[src/rtl/pipeline_hazard_ctrl_if.sv]
// pipeline_hazard_ctrl_if: hazard-controller signal bundle between pipeline stages and the controller
interface pipeline_hazard_ctrl_if #(
    parameter int REG_AW = 5,
    parameter int CNT_W  = 16
);
    logic [REG_AW-1:0] id_rs1, id_rs2, ex_rs1, ex_rs2, ex_rd, mem_rd, wb_rd;
    logic              ex_mem_read, ex_branch_taken, mem_reg_write, wb_reg_write;
    logic              dmem_req, dmem_ready, err_clr;
    logic [1:0]        fwd_a, fwd_b;
    logic              stall_f, stall_d, stall_e, stall_m, flush_d, flush_e, mem_err;
    logic [CNT_W-1:0]  stall_cycles, flush_events;

    modport master (
        output id_rs1, id_rs2, ex_rs1, ex_rs2, ex_rd, mem_rd, wb_rd,
               ex_mem_read, ex_branch_taken, mem_reg_write, wb_reg_write,
               dmem_req, dmem_ready, err_clr,
        input  fwd_a, fwd_b, stall_f, stall_d, stall_e, stall_m, flush_d, flush_e,
               mem_err, stall_cycles, flush_events
    );

    modport slave (
        input  id_rs1, id_rs2, ex_rs1, ex_rs2, ex_rd, mem_rd, wb_rd,
               ex_mem_read, ex_branch_taken, mem_reg_write, wb_reg_write,
               dmem_req, dmem_ready, err_clr,
        output fwd_a, fwd_b, stall_f, stall_d, stall_e, stall_m, flush_d, flush_e,
               mem_err, stall_cycles, flush_events
    );
endinterface

[src/rtl/pipeline_hazard_ctrl.sv]
// pipeline_hazard_ctrl: forwarding, load-use stall, branch flush, memory-wait freeze and perf counters
module pipeline_hazard_ctrl #(
    parameter int REG_AW  = 5,
    parameter int CNT_W   = 16,
    parameter int TIMEOUT = 15
) (
    input logic clk,
    input logic rst,
    pipeline_hazard_ctrl_if.slave bus
);
    localparam int WW = $clog2(TIMEOUT + 1);

    typedef enum logic [1:0] {RUN, MEM_WAIT, ERR} state_t;

    state_t           state, state_nx;
    logic [WW-1:0]    wait_cnt, wait_nx;
    logic [CNT_W-1:0] stall_q, flush_q;
    logic             freeze, load_use, br, lu;

    function automatic logic [1:0] fwd_sel(input logic [REG_AW-1:0] rs, m_rd, w_rd, input logic m_we, w_we);
        return (m_we && m_rd != '0 && m_rd == rs) ? 2'b10 :
               (w_we && w_rd != '0 && w_rd == rs) ? 2'b01 : 2'b00;
    endfunction

    // State register and memory-wait counter
    always_ff @(posedge clk or posedge rst) begin
        if (rst) begin
            state    <= RUN;
            wait_cnt <= '0;
        end else begin
            state    <= state_nx;
            wait_cnt <= wait_nx;
        end
    end

    // Next state: enter wait on a stalled access, leave on ready, give up after TIMEOUT cycles
    always_comb begin
        state_nx = state;
        wait_nx  = wait_cnt;
        case (state)
            RUN: if (bus.dmem_req && !bus.dmem_ready) begin
                state_nx = MEM_WAIT;
                wait_nx  = WW'(1);
            end
            MEM_WAIT: if (bus.dmem_ready) begin
                state_nx = RUN;
                wait_nx  = '0;
            end else if (wait_cnt == WW'(TIMEOUT)) begin
                state_nx = ERR;
            end else begin
                wait_nx = wait_cnt + WW'(1);
            end
            default: if (bus.err_clr) begin
                state_nx = RUN;
                wait_nx  = '0;
            end
        endcase
    end

    // Hazard resolution: freeze beats branch flush beats load-use bubble; reset blanks everything
    always_comb begin
        freeze       = (state != RUN) || (bus.dmem_req && !bus.dmem_ready);
        load_use     = bus.ex_mem_read && bus.ex_rd != '0 && (bus.ex_rd == bus.id_rs1 || bus.ex_rd == bus.id_rs2);
        br           = !freeze && bus.ex_branch_taken;
        lu           = !freeze && !bus.ex_branch_taken && load_use;
        bus.fwd_a    = rst ? 2'b00 : fwd_sel(bus.ex_rs1, bus.mem_rd, bus.wb_rd, bus.mem_reg_write, bus.wb_reg_write);
        bus.fwd_b    = rst ? 2'b00 : fwd_sel(bus.ex_rs2, bus.mem_rd, bus.wb_rd, bus.mem_reg_write, bus.wb_reg_write);
        bus.stall_f  = !rst && (freeze || lu);
        bus.stall_d  = !rst && (freeze || lu);
        bus.stall_e  = !rst && freeze;
        bus.stall_m  = !rst && freeze;
        bus.flush_d  = !rst && br;
        bus.flush_e  = !rst && (br || lu);
        bus.mem_err  = !rst && state == ERR;
    end

    // Saturating performance counters, cleared only by reset
    always_ff @(posedge clk or posedge rst) begin
        if (rst) begin
            stall_q <= '0;
            flush_q <= '0;
        end else begin
            if ((freeze || lu) && !(&stall_q)) stall_q <= stall_q + CNT_W'(1);
            if (br && !(&flush_q)) flush_q <= flush_q + CNT_W'(1);
        end
    end

    assign bus.stall_cycles = stall_q;
    assign bus.flush_events = flush_q;
endmodule

[src/flat_wrapper.sv]
// flat-port wrapper written by rule: the top's interface ports become plain ports
module pipeline_hazard_ctrl_flat 
#(
    parameter int REG_AW  = 5,
    parameter int CNT_W   = 16,
    parameter int TIMEOUT = 15
)
  (clk, rst, bus_id_rs1, bus_id_rs2, bus_ex_rs1, bus_ex_rs2, bus_ex_rd, bus_mem_rd, bus_wb_rd, bus_ex_mem_read, bus_ex_branch_taken, bus_mem_reg_write, bus_wb_reg_write, bus_dmem_req, bus_dmem_ready, bus_err_clr, bus_fwd_a, bus_fwd_b, bus_stall_f, bus_stall_d, bus_stall_e, bus_stall_m, bus_flush_d, bus_flush_e, bus_mem_err, bus_stall_cycles, bus_flush_events);
  pipeline_hazard_ctrl_if #(.REG_AW(REG_AW), .CNT_W(CNT_W)) bus_i ();
  input logic clk;
  input logic rst;
  input wire logic [$bits(bus_i.id_rs1)-1:0] bus_id_rs1;
  input wire logic [$bits(bus_i.id_rs2)-1:0] bus_id_rs2;
  input wire logic [$bits(bus_i.ex_rs1)-1:0] bus_ex_rs1;
  input wire logic [$bits(bus_i.ex_rs2)-1:0] bus_ex_rs2;
  input wire logic [$bits(bus_i.ex_rd)-1:0] bus_ex_rd;
  input wire logic [$bits(bus_i.mem_rd)-1:0] bus_mem_rd;
  input wire logic [$bits(bus_i.wb_rd)-1:0] bus_wb_rd;
  input wire logic [$bits(bus_i.ex_mem_read)-1:0] bus_ex_mem_read;
  input wire logic [$bits(bus_i.ex_branch_taken)-1:0] bus_ex_branch_taken;
  input wire logic [$bits(bus_i.mem_reg_write)-1:0] bus_mem_reg_write;
  input wire logic [$bits(bus_i.wb_reg_write)-1:0] bus_wb_reg_write;
  input wire logic [$bits(bus_i.dmem_req)-1:0] bus_dmem_req;
  input wire logic [$bits(bus_i.dmem_ready)-1:0] bus_dmem_ready;
  input wire logic [$bits(bus_i.err_clr)-1:0] bus_err_clr;
  output wire logic [$bits(bus_i.fwd_a)-1:0] bus_fwd_a;
  output wire logic [$bits(bus_i.fwd_b)-1:0] bus_fwd_b;
  output wire logic [$bits(bus_i.stall_f)-1:0] bus_stall_f;
  output wire logic [$bits(bus_i.stall_d)-1:0] bus_stall_d;
  output wire logic [$bits(bus_i.stall_e)-1:0] bus_stall_e;
  output wire logic [$bits(bus_i.stall_m)-1:0] bus_stall_m;
  output wire logic [$bits(bus_i.flush_d)-1:0] bus_flush_d;
  output wire logic [$bits(bus_i.flush_e)-1:0] bus_flush_e;
  output wire logic [$bits(bus_i.mem_err)-1:0] bus_mem_err;
  output wire logic [$bits(bus_i.stall_cycles)-1:0] bus_stall_cycles;
  output wire logic [$bits(bus_i.flush_events)-1:0] bus_flush_events;
  assign bus_i.id_rs1 = bus_id_rs1;
  assign bus_i.id_rs2 = bus_id_rs2;
  assign bus_i.ex_rs1 = bus_ex_rs1;
  assign bus_i.ex_rs2 = bus_ex_rs2;
  assign bus_i.ex_rd = bus_ex_rd;
  assign bus_i.mem_rd = bus_mem_rd;
  assign bus_i.wb_rd = bus_wb_rd;
  assign bus_i.ex_mem_read = bus_ex_mem_read;
  assign bus_i.ex_branch_taken = bus_ex_branch_taken;
  assign bus_i.mem_reg_write = bus_mem_reg_write;
  assign bus_i.wb_reg_write = bus_wb_reg_write;
  assign bus_i.dmem_req = bus_dmem_req;
  assign bus_i.dmem_ready = bus_dmem_ready;
  assign bus_i.err_clr = bus_err_clr;
  assign bus_fwd_a = bus_i.fwd_a;
  assign bus_fwd_b = bus_i.fwd_b;
  assign bus_stall_f = bus_i.stall_f;
  assign bus_stall_d = bus_i.stall_d;
  assign bus_stall_e = bus_i.stall_e;
  assign bus_stall_m = bus_i.stall_m;
  assign bus_flush_d = bus_i.flush_d;
  assign bus_flush_e = bus_i.flush_e;
  assign bus_mem_err = bus_i.mem_err;
  assign bus_stall_cycles = bus_i.stall_cycles;
  assign bus_flush_events = bus_i.flush_events;
  pipeline_hazard_ctrl #(.REG_AW(REG_AW), .CNT_W(CNT_W), .TIMEOUT(TIMEOUT)) u_core (.clk(clk), .rst(rst), .bus(bus_i));
endmodule
[config.mk]
export PLATFORM = sky130hd
export DESIGN_NAME = pipeline_hazard_ctrl_flat
export DESIGN_NICKNAME = d
export VERILOG_FILES = /design/src/rtl/pipeline_hazard_ctrl_if.sv /design/src/rtl/pipeline_hazard_ctrl.sv /design/src/flat_wrapper.sv
export SDC_FILE = /design/constraint.sdc
export NUM_CORES = 1
export LEC_CHECK = 0
export CORE_UTILIZATION = 35
export CTS_CLUSTER_SIZE = 12
export DETAILED_ROUTE_END_ITERATION = 8
export PLACE_DENSITY = 0.66
export SLEW_MARGIN = 20
export SYNTH_ARGS = -nofsm -noshare
export SYNTH_HDL_FRONTEND = slang
export SYNTH_SLANG_ARGS = --single-unit
[constraint.sdc]
create_clock -name clk -period 5.8 [get_ports clk]
set_input_delay 0.58 -clock clk [delete_from_list [all_inputs] [get_ports clk]]
set_output_delay 0.58 -clock clk [all_outputs]
set_load 0.02 [all_outputs]
==> results of run 1 <==
-- metrics by stage --
stage | setup slack [ns] | utilization [%] | hold slack (ns)
detailed placement | 2.34 | 51.0 | 0.491
global placement | 2.39 | 51.0 | 0.478
global route | 2.19 | 52.8 | 0.530
finish | 2.35 | 52.8 | 0.496
floorplan | 2.44 | - | 0.479
CTS | 2.34 | 52.8 | 0.505
-- registers in the layout, summed over array words and instances (netlist names) --
name                     flops
u_core.wait_cnt              4
u_core.bus.flush_events     16
u_core.bus.stall_cycles     16
u_core.state                 2
-- critical path: stages --
cell             delay [ns]
clkdlybuf4s50_1        0.47
or4_1                  0.54
o21ai_1                0.25
nor3_1                 0.10
nor4_1                 0.29
clkdlybuf4s50_1        0.65
-- layer usage --
metal | vias up | GRT usage (%) | wire, µm
li1 | 1042 | - | -
met1 | 959 | 21.6 | 2510
met2 | 65 | 28.5 | 2580
met3 | 11 | 4.75 | 309
met4 | 0 | 5.39 | 95
met5 | - | 0 | 0
-- cells in the final DEF (no fill, tap or decap), types with 2 or more instances in the layout --
cell type        count
a21oi_1              7
a22o_1               2
and3_1              11
and4_1               2
clkbuf_8             6
clkdlybuf4s50_1     86
dfrtp_1             38
ha_1                 3
inv_1                9
mux2_1               4
nand2_1             18
nand2b_1             2
nand3_1             21
nand4_1              9
nor2_1              17
nor3_1              10
nor4_1               8
o21ai_0              4
o21ai_1              2
o22ai_1              3
or4_1                5
xnor2_1             33
xor2_1              24
-- report_power, final --
| group | internal, mW | leakage, nW | switching, mW | total, mW |
|---|---|---|---|---|
| clock network | 0.138 | 0.0573 | 0.0907 | 0.228 |
| logic | 0.224 | 0.847 | 0.222 | 0.446 |
| registers | 0.329 | 0.483 | 0.0896 | 0.419 |
| total | 0.691 | 1.39 | 0.402 | 1.09 |
-- kinds of logic after synthesis --
logic type	share of synthesized area [%]
AO/OA/AOI/OAI	6.99
XOR/XNOR	21.5
adder cells (fa/ha/maj)	1.61
buffers and inverters	2.90
flip-flops	40.9
multiplexers	1.94
AND/OR/NAND/NOR	24.2
-- worst min path at each step --
| stage | cells after the start | endpoint | startpoint | slack, ns |
|---|---|---|---|---|
| 2_1_floorplan | 1 | u_core.wait_cnt[3] | u_core.wait_cnt[3] | 0.48 |
| 3_3_place_gp | 1 | u_core.bus.flush_events[7] | u_core.bus.flush_events[7] | 0.48 |
| 3_5_place_dp | 1 | u_core.bus.stall_cycles[9] | u_core.bus.stall_cycles[9] | 0.49 |
| 4_1_cts | 1 | u_core.bus.flush_events[7] | u_core.bus.flush_events[7] | 0.50 |
| 5_1_grt | 1 | u_core.bus.flush_events[9] | u_core.bus.flush_events[9] | 0.53 |
| 6_report | 1 | u_core.bus.flush_events[9] | u_core.bus.flush_events[9] | 0.50 |
-- final cells by class --
type                            instances  share of cell area (%)
Multi-Input combinational cell        194                    38.8
Clock buffer                            6                    2.45
Timing Repair Buffer                   87                    25.8
Tap cell                               77                    2.86
Clock inverter                          1                   0.891
Sequential cell                        38                    28.2
Inverter                                9                    1.00
==> impl_metrics.yaml, run 1 <==
setup_path:
  cp-end-kind: "primary output"
  crit_path_end: "bus_fwd_b[0]"
  critPathMaxFanout: 4
  worstPathArrival_ns: 2.87
  criticalPathCategory: "in -> out"
  ff2ff_path_depth: 5
  crit_required_ns: 5.22
  r2r_setup_slack_ns: 3.60
  timing.rr.start: "u_core.state[0]"
  startpoint: "bus_mem_rd[0]"
  r2r-end: "u_core.bus.flush_events[15]"
  worstSetupStartpointType: "primary input"
placed_design:
  gp_congestion: 0.777
  dp.cells: 405
  place_hpwl_mm: 4.35
  io_buffers: 86
  place_area_um2: 3260
routing:
  drt_wl_total_mm: 5.49
  routed_via_density: 5.04
  wire_per_inst_um: 13.3
  vias: 2077
  postRouteAntennaNets: 0
  drt_iter0_drc: 102
  dr.pass1.iters: 4
  drc_errors: 0
layout:
  regArea_um2: 951
  drive_gt1_share_pct: 3.58
  final_nets: 382
  fin_cells: 412
  antenna_cells: 0
  post-route-cell-area_um2: 3370
  syn2layout_area_growth_pct: 44.9
  multi_input_area_um2: 1310
  fill_cells: 605
floorplan:
  num_io_pins: 87
  design.core.area_um2: 6390
  fp.dieW_um: 83.5
  initial_utilization_pct: 36.4
  rows: 29
  die_h_um: 83.5
  die_area_um2: 6980
global_routing:
  overflow: 0
  grt_pass1_wl_mm: 9.65
  grt_pass1_vias: 2156
  grt_use_total_pct: 17.1
  antenna_found_initial: 0
  grt_max_degree: 40
timing:
  hold_viol: 0
  fin_crit_ns: 3.45
  final_max_slew_viol_count: 0
  grt_setup_unrepaired: "no"
  tightest_slew_ns: 0.671
  tns_ns: 0
  slew_headroom_pct: 55.2
  fmax_mhz: 290
  finClkSkew_ns: 0.00624
  finalCritPeriodShare_pct: 59.5
  setup_violations: 0
power_and_ir_drop:
  total_power_mw: 1.09
  irDropWorstVdd_uv: 203
  p_leak_nw: 1.39
  cellPowerDensity_nw_per_um2: 324
clocking:
  cts_tree: "yes"
  path_clk_slew_ns: 0.07
  post_cts_buffers: 0
  cts-buffers-inserted: 5
  clkLatencyLatePin_ns: 0.29
  clockRootBuffer: "clkbuf_8"
  post_cts_resized: 0
  cts_hold_buf: 0
  cts_buffer_depth: 2
  cts_max_level: 2
  clock_sinks: 38
yosys:
  yosysTopAreaCell: "dfrtp_1"
  yosys-top-cells-count: "dfrtp_1, xnor2_1, xor2_1, nand3_1, nand2_1"
  synth.most_common_cell: "dfrtp_1"
  synth_edf_count: 0
  synth_seq_cells: 38
  synth_cell_types: 32
  synth_warnings: 0
  synth-async-reset-ratio_pct: 100
  synth_area_per_cell_um2: 9.49
  synth_top_area_share_pct: 40.9
  syn_nets: 292
  synth_seq_area_share_pct: 40.9
  syn_inst: 245
  synth_area_leaders: "dfrtp_1, xnor2_1, xor2_1, nand3_1, and3_1"
  dominantRegCellSynth: "dfrtp_1"
  syn_area_um2: 2330
hold_path:
  hold_path_class: "reg -> reg"
run:
  max-cap-violations: 0
run_status:
  status: "complete, no violations"
Power figures use the tool's default switching activity.
==> run 2, diff against run 1 <==
==> constraint.sdc (replaced) <==
create_clock -name clk -period 3.35 [get_ports clk]
set_input_delay 0.335 -clock clk [delete_from_list [all_inputs] [get_ports clk]]
set_output_delay 0.335 -clock clk [all_outputs]
set_load 0.02 [all_outputs]
==> impl_metrics.yaml, run 2 (synthesized netlist as in run 1, its figures left out) <==
placed_design:
  post-place-ws_ns: 0.367
  gp_congestion: 0.768
  io_buffers: 86
  place_hpwl_mm: 4.25
floorplan:
  die_h_um: 83.5
  design.core.area_um2: 6390
  initial_utilization_pct: 36.4
  fp.dieW_um: 83.5
  rows: 29
  num_io_pins: 87
  die_area_um2: 6980
clocking:
  cts_max_level: 2
  cts_tree: "yes"
  post_cts_resized: 0
  cts_buffer_depth: 2
  clock_sinks: 38
  cts-buffers-inserted: 5
  cts_hold_buf: 0
  clockRootBuffer: "clkbuf_8"
  clkLatencyLatePin_ns: 0.29
  path_clk_slew_ns: 0.08
  post_cts_buffers: 0
hold_path:
  whs_path_depth: 1
  hold_path_class: "reg -> reg"
global_routing:
  grt_use_total_pct: 16.6
  grt_max_degree: 40
  overflow: 0
  grt_pass1_vias: 2054
  antenna_found_initial: 0
  grt_pass1_wl_mm: 9.37
timing:
  slew_headroom_pct: 66.0
  finalCritPeriodShare_pct: 89.6
  fmax_mhz: 333
  setup_violations: 0
  hold_viol: 0
  grt_setup_unrepaired: "no"
  fin_crit_ns: 3.00
  finClkSkew_ns: 0.00957
  tightest_slew_ns: 0.510
  tns_ns: 0
  final_max_slew_viol_count: 0
  worst_slack_ns: 0.350
power_and_ir_drop:
  irDropWorstVdd_uv: 443
  cellPowerDensity_nw_per_um2: 546
  p_leak_nw: 1.38
layout:
  final_nets: 383
  antenna_cells: 0
  syn2layout_area_growth_pct: 44.4
  drive_gt1_share_pct: 4.15
  layout_common_cells: "clkdlybuf4s50_1, dfrtp_1, xnor2_1"
  final_common_cell: "clkdlybuf4s50_1"
setup_path:
  crit_required_ns: 3.01
  ff2ff_path_depth: 6
  criticalPathCategory: "in -> out"
  crit_top_cell: "clkdlybuf4s50_1"
  crit_slowest_cell: "clkdlybuf4s50_1"
  critPathMaxFanout: 4
  cp-end-kind: "primary output"
  cpPeakStageDelay_ns: 0.66
  worstSetupStartpointType: "primary input"
  crit_chain: "clkdlybuf4s50_1 -> or4_1 -> o21ai_1 -> nor3_1 -> nor4_1 -> clkdlybuf4s50_1"
  worstPathArrival_ns: 2.67
routing:
  drt_iter0_drc: 77
  wire_per_inst_um: 13.1
  drt_wl_total_mm: 5.44
  dr.pass1.iters: 4
  vias: 2093
  routed_via_density: 5.06
  postRouteAntennaNets: 0
  drc_errors: 0
run:
  max-cap-violations: 0
run_status:
  status: "complete, no violations"
run 2: metrics by stage:
| step | total power, mW | cells | utilization [%] | area (µm²) | hold WS [ns] |
|---|---|---|---|---|---|
| floorplan | 1.17 | 245 | - | 2330 | 0.479 |
| global placement | 1.50 | 406 | 51.1 | 3260 | 0.477 |
| detailed placement | 1.52 | 406 | 51.1 | 3260 | 0.488 |
| CTS | 1.85 | 414 | 52.6 | 3360 | 0.502 |
| global route | 1.97 | 414 | 52.6 | 3360 | 0.531 |
| finish | 1.83 | 414 | 52.6 | 3360 | 0.500 |
run 2: cell type report:
class,instances,area (µm²)
sequential,38,951
tap,77,96.3
timing repair buffer,88,876
clock inverter,2,12.5
clock buffer,6,82.6
fill,597,3030
inverter,9,33.8
multi-input combinational,194,1310
run 2: path summary, 6_finish.rpt:
path	start	end	slack [ns]
hold reg to reg	u_core.bus.flush_events[7]	u_core.bus.flush_events[7]	0.50
min in group asynchronous	rst	u_core.bus.stall_cycles[14]	0.74
max in group asynchronous	rst	u_core.state[1]	2.24
setup / recovery	bus_mem_rd[0]	bus_fwd_b[0]	0.35
hold / removal	u_core.bus.flush_events[7]	u_core.bus.flush_events[7]	0.50
setup reg to reg	u_core.bus.stall_cycles[0]	u_core.bus.stall_cycles[1]	1.18
run 2: report_power, final:
group	internal [mW]	leakage (nW)	switching (mW)
Sequential	0.570	0.483	0.156
Clock	0.166	0.0472	0.165
Combinational	0.394	0.852	0.384
Total	1.13	1.38	0.705
run 2: worst max-delay path: cells and delay by family:
kind	cells	cell delay, ns
simple gates	3	0.96
buf+inv	2	1.12
compound gates	1	0.25
run 2: per-layer routing:
layer	global-route usage, %	vias to the layer above	wire (µm)
met5	0	-	0
met4	4.78	0	68
met3	4.65	6	359
met2	27.3	73	2460
met1	21.3	966	2550
li1	-	1048	-
==> run 3, diff against run 2 <==
--- a/config.mk
+++ b/config.mk
@@ -5,11 +5,10 @@
 export SDC_FILE = /design/constraint.sdc
 export NUM_CORES = 1
 export LEC_CHECK = 0
+export ABC_AREA = 1
 export CORE_UTILIZATION = 35
 export CTS_CLUSTER_SIZE = 12
 export DETAILED_ROUTE_END_ITERATION = 8
-export PLACE_DENSITY = 0.66
-export SLEW_MARGIN = 20
 export SYNTH_ARGS = -nofsm -noshare
 export SYNTH_HDL_FRONTEND = slang
 export SYNTH_SLANG_ARGS = --single-unit
==> impl_metrics.yaml, run 3 <==
placed_design:
  io_buffers: 86
  place_hpwl_mm: 5.45
  post-place-ws_ns: 0.804
  dp.cells: 584
  gp_congestion: 0.870
hold_path:
  min_to: "u_core.bus.flush_events[15]"
  hold_path_class: "reg -> reg"
  whs_path_depth: 2
  worstHoldStart: "u_core.bus.flush_events[15]"
timing:
  tns_ns: 0
  slew_headroom_pct: 66.2
  grt_setup_unrepaired: "no"
  fmax_mhz: 395
  fin_crit_ns: 2.53
  worst_slack_ns: 0.820
  setup_violations: 0
  final_max_slew_viol_count: 0
  hold_viol: 0
  tightest_slew_ns: 0.507
  finClkSkew_ns: 0.0109
  finalCritPeriodShare_pct: 75.5
yosys:
  synth_top_area_share_pct: 33.8
  synth_area_leaders: "dfrtp_1, nand2_1, xnor2_1, inv_1, xor2_1"
  yosysTopAreaCell: "dfrtp_1"
  dominantRegCellSynth: "dfrtp_1"
  yosys-top-cells-count: "nand2_1, inv_1, dfrtp_1, nor2_1, nand3_1"
  syn_nets: 452
  synth_area_per_cell_um2: 6.94
  synth_seq_area_share_pct: 33.8
  synth_edf_count: 0
  syn_inst: 405
  synth_warnings: 0
  synth_seq_cells: 38
  synth.most_common_cell: "nand2_1"
  synth-async-reset-ratio_pct: 100
  syn_area_um2: 2810
  synth_cell_types: 30
routing:
  dr.pass1.iters: 4
  postRouteAntennaNets: 0
  drc_errors: 0
  drt_iter0_drc: 95
  vias: 2761
  routed_via_density: 4.66
  drt_wl_total_mm: 7.00
  wire_per_inst_um: 11.8
layout:
  final_nets: 536
  fill_cells: 786
  regArea_um2: 951
  fin_cells: 592
  antenna_cells: 0
  drive_gt1_share_pct: 5.31
  multi_input_area_um2: 1570
  layout_common_cells: "nand2_1, clkdlybuf4s50_1, inv_1"
  final_common_cell: "nand2_1"
  syn2layout_area_growth_pct: 36.4
floorplan:
  rows: 32
  die_h_um: 91.6
  fp.dieW_um: 91.6
  design.core.area_um2: 7770
  num_io_pins: 87
  initial_utilization_pct: 36.2
  die_area_um2: 8400
setup_path:
  crit_required_ns: 3.01
  worstPathArrival_ns: 2.20
  criticalPathCategory: "in -> out"
  ff2ff_path_depth: 9
  r2r_setup_slack_ns: 1.31
  worstSetupStartpointType: "primary input"
  timing.rr.start: "u_core.bus.flush_events[0]"
  critPathMaxFanout: 3
  cp-end-kind: "primary output"
  r2r-end: "u_core.bus.flush_events[10]"
  startpoint: "bus_ex_rd[4]"
clocking:
  cts_buffer_depth: 2
  path_clk_slew_ns: 0.07
  cts_tree: "yes"
  clock_sinks: 38
  post_cts_resized: 0
  post_cts_buffers: 0
  clkLatencyLatePin_ns: 0.30
  clockRootBuffer: "clkbuf_8"
  cts-buffers-inserted: 5
  cts_hold_buf: 0
  cts_max_level: 2
global_routing:
  grtUsageMet1_pct: 21.6
  grt_pass1_wl_mm: 12.0
  antenna_found_initial: 0
  grt_use_total_pct: 17.7
  grt_use_met2_pct: 31.2
  grt_max_degree: 39
  grt_pass1_vias: 2586
  overflow: 0
  gr-usage-met3_pct: 2.99
  grt_busiest_layer: "met2"
power_and_ir_drop:
  total_power_mw: 1.76
  p_int_mw: 1.08
  cellPowerDensity_nw_per_um2: 459
  netSwitchingPower_mw: 0.680
  p_comb_share_pct: 41.8
  sw_frac_of_total_pct: 38.6
  pwr-share-seq_pct: 36.1
  p_leak_nw: 1.77
  p_clk_share_pct: 22.1
  irDropWorstVdd_uv: 173
run_status:
  status: "complete, no violations"
run:
  max-cap-violations: 0
run 3: changes by cell type in the layout (fill, tap and decap cells not counted), moves of 4 or more:
cell / previous run / this run
mux2_1: 4 / 0
or4_1: 5 / 0
nor4_1: 8 / 4
xor2_1: 24 / 20
inv_1: 9 / 53
xnor2_1: 33 / 23
nand2_2: 0 / 5
nor2_1: 17 / 34
nand3_1: 21 / 31
nand2_1: 18 / 131
o21ai_0: 4 / 9
and3_1: 11 / 1
run 3: layout make-up:
type,instances,share of cell area [%]
Multi-Input combinational cell,301,41.0
Sequential cell,38,24.8
Timing Repair Buffer,87,22.6
Inverter,56,5.48
Tap cell,102,3.33
Clock buffer,5,1.79
Clock inverter,3,1.04
run 3: worst max-delay path: stages:
cell and delay, ns:
clkdlybuf4s50_1 0.52, inv_1 0.08, nand2_1 0.06, nand2_1 0.04, nor2_1 0.09, nand3_1 0.08
nand2_1 0.07, nand2_1 0.10, a21oi_1 0.19, clkdlybuf4s50_1 0.63
run 3: power by group through the flow:
stage / Clock (mW) / Combinational, mW / Sequential (mW)
after floorplan: 0 / 0.433 / 0.697
after global placement: 0 / 0.729 / 0.642
after detailed placement: 0 / 0.741 / 0.646
after CTS: 0.400 / 0.744 / 0.638
after global routing: 0.421 / 0.817 / 0.652
final: 0.389 / 0.737 / 0.636
run 3: routing by layer:
metal,part of all wire (%),wire length (µm),up-vias
met5,0,0,-
met4,2.4,167,0
met3,2.8,197,19
met2,50,3530,44
met1,44,3110,1274
li1,-,-,1424
run 3: through the flow:
stage               utilization, %  area (µm²)  hold WS (ns)
CTS                           49.4        3840         0.525
global route                  49.4        3840         0.553
floorplan                        -        2810         0.519
detailed placement            48.0        3730         0.508
finish                        49.4        3840         0.520
global placement              48.0        3730         0.495
run 3: cells by family (layout without fill, tap and decap cells):
group	after synthesis	in the layout	share of synthesized area, %
AOI/OAI and AO/OA	19	19	4.00
xor gates and xnor gates	44	44	14.0
buffers and inverters	66	151	10.3
and+or+nand+nor	235	235	36.6
adders and majority gates	3	3	1.33
DFF	38	38	33.8
run 3: worst max path at each step:
stage	to	slack, ns	cells past startpoint
floorplan	bus_fwd_b[0]	0.79	6
global placement	bus_flush_e	0.80	8
detailed placement	bus_stall_f	0.80	10
CTS	bus_flush_e	0.80	8
global route	bus_stall_d	0.66	10
finish	bus_stall_f	0.82	10
